**config.mk**
```make
export PLATFORM = sky130hd
export DESIGN_NAME = sha256core_loader
export DESIGN_NICKNAME = d
export VERILOG_FILES = /design/src/rtl/sha256core_loader.sv
export SDC_FILE = /design/constraint.sdc
export NUM_CORES = 1
export LEC_CHECK = 0
export ABC_AREA = 0
export BUFFER_PORTS_ARGS = -buffer_cell sky130_fd_sc_hd__buf_2
export CAP_MARGIN = 5
export CORE_MARGIN = 2
export CORE_UTILIZATION = 52
export DETAILED_ROUTE_END_ITERATION = 8
export PLACE_DENSITY_LB_ADDON = 0.08
export REMOVE_ABC_BUFFERS = 1
export SYNTH_ARGS = -nofsm -noshare
export SYNTH_HDL_FRONTEND = slang
export SYNTH_SLANG_ARGS = --single-unit
export TNS_END_PERCENT = 50
```
**constraint.sdc**
```tcl
create_clock -name CLK -period 1.9 [get_ports CLK]
set_input_delay 0.475 -clock CLK [delete_from_list [all_inputs] [get_ports CLK]]
set_output_delay 0.475 -clock CLK [all_outputs]
set_load 0.01 [all_outputs]
```
**src/rtl/sha256core_loader.sv**
```systemverilog
// Producer-side front end for one sha256core: picks a free core input slot
// round-robin, streams a 16-word block into it, then marks the slot valid.
module sha256core_loader #(
  parameter int         BLK_OP_W = 2,
  parameter logic [1:0] RR_INIT  = 2'd0
) (
  input  logic                CLK,
  input  logic                rst_n,
  input  logic                in_valid,
  input  logic [31:0]         in_data,
  input  logic [BLK_OP_W-1:0] in_blk_op,
  output logic                in_ready,
  input  logic [3:0]          core_ready,
  output logic                wr_en,
  output logic [31:0]         dout,
  output logic [3:0]          wr_addr,
  output logic [BLK_OP_W-1:0] blk_op,
  output logic                out_ctx,
  output logic                out_seq,
  output logic                set_input_ready,
  output logic                busy
);

  localparam logic [0:0] IDLE = 1'b0;
  localparam logic [0:0] LOAD = 1'b1;

  logic [0:0]          state_q,   state_d;
  logic [1:0]          rrPtr_q,   rrPtr_d;
  logic [3:0]          claimed_q, claimed_d;
  logic [3:0]          wcnt_q,    wcnt_d;
  logic [1:0]          slot_q,    slot_d;
  logic [BLK_OP_W-1:0] op_q,      op_d;
  logic                wrEn_q,    wrEn_d;
  logic [31:0]         dout_q,    dout_d;
  logic [3:0]          wrAddr_q,  wrAddr_d;
  logic                sir_q,     sir_d;
  logic [BLK_OP_W-1:0] blkOp_q,   blkOp_d;

  logic [3:0] freeSlots;
  logic       pickValid;
  logic [1:0] pickSlot;
  logic [1:0] cand;
  logic       xfer;

  // A slot the loader has started writing stays claimed until the core is
  // seen dropping its ready bit, so the stale ready cannot be re-chosen.
  assign freeSlots = core_ready & ~claimed_q;
  assign in_ready  = (state_q == LOAD);
  assign busy      = (state_q == LOAD);
  assign xfer      = in_valid & in_ready;

  // Descending scan so the candidate closest to rrPtr_q wins.
  always_comb begin
    pickValid = 1'b0;
    pickSlot  = rrPtr_q;
    cand      = rrPtr_q;
    for (int k = 3; k >= 0; k--) begin
      cand = rrPtr_q + 2'(k);
      if (freeSlots[cand]) begin
        pickValid = 1'b1;
        pickSlot  = cand;
      end
    end
  end

  always_comb begin
    state_d   = state_q;
    rrPtr_d   = rrPtr_q;
    claimed_d = claimed_q & core_ready;
    wcnt_d    = wcnt_q;
    slot_d    = slot_q;
    op_d      = op_q;
    wrEn_d    = 1'b0;
    dout_d    = dout_q;
    wrAddr_d  = wrAddr_q;
    sir_d     = 1'b0;
    blkOp_d   = blkOp_q;
    case (state_q)
      IDLE: begin
        if (pickValid) begin
          slot_d  = pickSlot;
          rrPtr_d = pickSlot + 2'd1;
          wcnt_d  = 4'd0;
          state_d = LOAD;
        end
      end
      default: begin
        if (xfer) begin
          wrEn_d   = 1'b1;
          dout_d   = in_data;
          wrAddr_d = wcnt_q;
          wcnt_d   = wcnt_q + 4'd1;
          if (wcnt_q == 4'd0) begin
            op_d              = in_blk_op;
            claimed_d[slot_q] = 1'b1;
          end
          if (wcnt_q == 4'd15) begin
            sir_d   = 1'b1;
            blkOp_d = op_q;
            state_d = IDLE;
          end
        end
      end
    endcase
  end

  always_ff @(posedge CLK or negedge rst_n) begin
    if (!rst_n) begin
      state_q   <= IDLE;
      rrPtr_q   <= RR_INIT;
      claimed_q <= 4'b0000;
      wcnt_q    <= 4'd0;
      slot_q    <= 2'd0;
      op_q      <= '0;
      wrEn_q    <= 1'b0;
      dout_q    <= 32'd0;
      wrAddr_q  <= 4'd0;
      sir_q     <= 1'b0;
      blkOp_q   <= '0;
    end else begin
      state_q   <= state_d;
      rrPtr_q   <= rrPtr_d;
      claimed_q <= claimed_d;
      wcnt_q    <= wcnt_d;
      slot_q    <= slot_d;
      op_q      <= op_d;
      wrEn_q    <= wrEn_d;
      dout_q    <= dout_d;
      wrAddr_q  <= wrAddr_d;
      sir_q     <= sir_d;
      blkOp_q   <= blkOp_d;
    end
  end

  assign wr_en           = wrEn_q;
  assign dout            = dout_q;
  assign wr_addr         = wrAddr_q;
  assign set_input_ready = sir_q;
  assign blk_op          = blkOp_q;
  assign out_ctx         = slot_q[1];
  assign out_seq         = slot_q[0];

endmodule
```
==> metrics <==
# IOs=85; number of global-route vias before repair=1,835; Area after DPL=2780 sq um; routed wire length per instance=12.3 microns; Critical Path AT=1670 ps; CTS Hold Buffers Added=0; post-synthesis cell type count=33; TritonCTS clock tree=built; Synth warnings=0; H-Tree Depth=2; Longest Clk Path Bufs=2; largest net degree at the start of global routing=44; area leader, netlist=dfrtp_1; clk root buf=clkbuf_8; Synth top area share=60.0%; Final setup viols=0; Worst Max-Slew Pin Slew=422 ps; status=finished clean; remaining antenna violation count=0; Crit path required time=2090 ps; vias=1,826; final worst slack=417 ps; Worst Setup Path Type=reg -> reg; post-CTS sizing=0; CTS buffer count=5; Pwr Density=1310 nW/um^2; Chip Height=70.4 microns; first-pass GRT wire length=8040 microns; Post-Synthesis Cells=236; Hold WS=93.7 ps; Max-slew headroom=71.9%; Final Critical Period=1480 ps; fin. max-slew vios=0; synth-to-layout area growth=25.6%; layout cells sized above 1=34.2%; NumNets Final=365; DRC viols=0; Fin. Hold Viols=0; Avg Cell Area, Syn=9.72 sq um; post-route cell area=2880 sq um; GPL Wtd Cong=0.757; clock skew=3.20 ps; DR vias/cell=4.88; gr usage total=20.3%; Fmax=674 MHz; Tcrit/Tclk final=78.1%; # diodes=0; Die Width=70.4 microns; setup TNS=0 ps; max cap viols=0; clk sinks=55; DIE AREA=4960 sq um; Reg clk slew, reported paths=90 ps; LEAKAGE=1.60 nW; row count=24; #FFs+latches synth=55; Worst setup EP type=register; Place WS=360 ps; DRT Pass-1 Iters=4; nature of the critical path startpoint=register; area of the core=4290 sq um; initial core utilization=53.4%; postcts setup bufs=0; fin util=67.1%; I/O Buffers=84; global route overflow=0; initial antenna violation count=0; synthesized area=2290 sq um; Clock Latency Late Sink=300 ps; worst ir drop on vdd=0.576 mV; Area contributors post-synth=dfrtp_1 60%, nand2_1 19%, nand2b_4 2.4%; hpwl dp=3170 microns; Crit Path Max Fanout=5; Starting DRT DRC Count=124; FILL cells=360; Routed WL=4610 microns; RSZ-0062 raised after global routing=false; Seq/Total Area, Yosys=60.0%; HP Class=in -> async
per-layer routing:
metal	share of wire, %	global-route usage, %	vias to the layer above
met4	0.54	3.21	0
met3	7.7	6.49	3
met2	45	33.0	65
met5	0	0	-
li1	-	-	924
met1	47	27.4	834
Yosys cell counts, drive strengths merged:
cell type / number
a211o: 1
nand2b: 5
nand2: 116
o22ai: 1
nor2b: 1
nand4: 1
o31ai: 2
o211ai: 1
nand3: 2
nor2: 6
clkbuf: 4
inv: 6
a41o: 1
dfrtp: 55
nor4b: 1
a21boi: 1
a41oi: 1
buf: 5
a21oi: 1
a2bb2oi: 2
ha: 2
o21a: 3
mux2: 4
a22o: 1
xor2: 1
o21ai: 10
a31oi: 2
critical path, cell delays in order, from the launching register on:
cell and delay [ps]:
dfrtp_1 430, inv_1 100, ha_1 170, nor4b_4 300
mux2_2 380
worst paths after layout:
check                           cells after the start       end  slack, ps         from
worst min-delay path                                1  dout[28]         90        rst_n
min in group CLK                                    3  dout[30]        350  in_data[30]
worst max-delay path                                4   op_q[0]        420    wcnt_q[0]
worst max register to register                      4   op_q[0]        420    wcnt_q[0]
worst min register to register                      2   dout[6]        470      dout[6]
max in group asynchronous                           2  dout[25]       1280        rst_n
where the power goes:
group          internal [mW]  switching, mW  total (mW)
combinational          0.571          0.689        1.26
sequential              1.52          0.253        1.78
clock                  0.387          0.353       0.740
cell type report:
cell class	instances	area [sq um]	area share [%]
clock buffer	6	72.6	2.52
clock inverter	1	30.0	1.04
inverter	6	22.5	0.782
multi-input combinational	166	852	29.6
sequential	55	1380	47.8
tap	52	65.1	2.26
timing repair buffer	88	463	16.1
through the flow:
| step | power [mW] | instances |
|---|---|---|
| global route | 4.07 | 374 |
| floorplan | 2.54 | 227 |
| finish | 3.78 | 374 |
| CTS | 3.82 | 374 |
| global placement | 3.04 | 367 |
| detailed placement | 3.06 | 367 |
layout by cell type, fill, tap and decap left out, types with 2 or more instances in the layout:
cell       instances
nor2_1             5
dfrtp_1           55
mux2_2             4
nand2b_4           4
o21ai_0            9
o21a_1             2
o31ai_1            2
clkbuf_8           5
nand3_1            2
buf_4              3
a31oi_1            2
inv_1              6
buf_2             84
a2bb2oi_2          2
ha_1               2
nand2_1          115
flip-flops by register name, indices dropped and copies added, names as in the netlist:
signal,count
dout,32
claimed_q,4
wcnt_q,4
wr_addr,4
blk_op,2
op_q,2
rrPtr_q,2
slot_q,2
busy,1
set_input_ready,1
wr_en,1
cells by family after synthesis:
logic type / count (synthesis) / share of synthesized area [%]
multiplexers: 4 / 1.96
XOR/XNOR: 1 / 0.382
flip-flops: 55 / 60.0
adder cells (fa/ha/maj): 2 / 1.09
AO/OA/AOI/OAI: 27 / 8.51
AND/OR/NAND/NOR: 132 / 25.2
buffers and inverters: 15 / 2.84
Power figures use the tool's default switching activity.
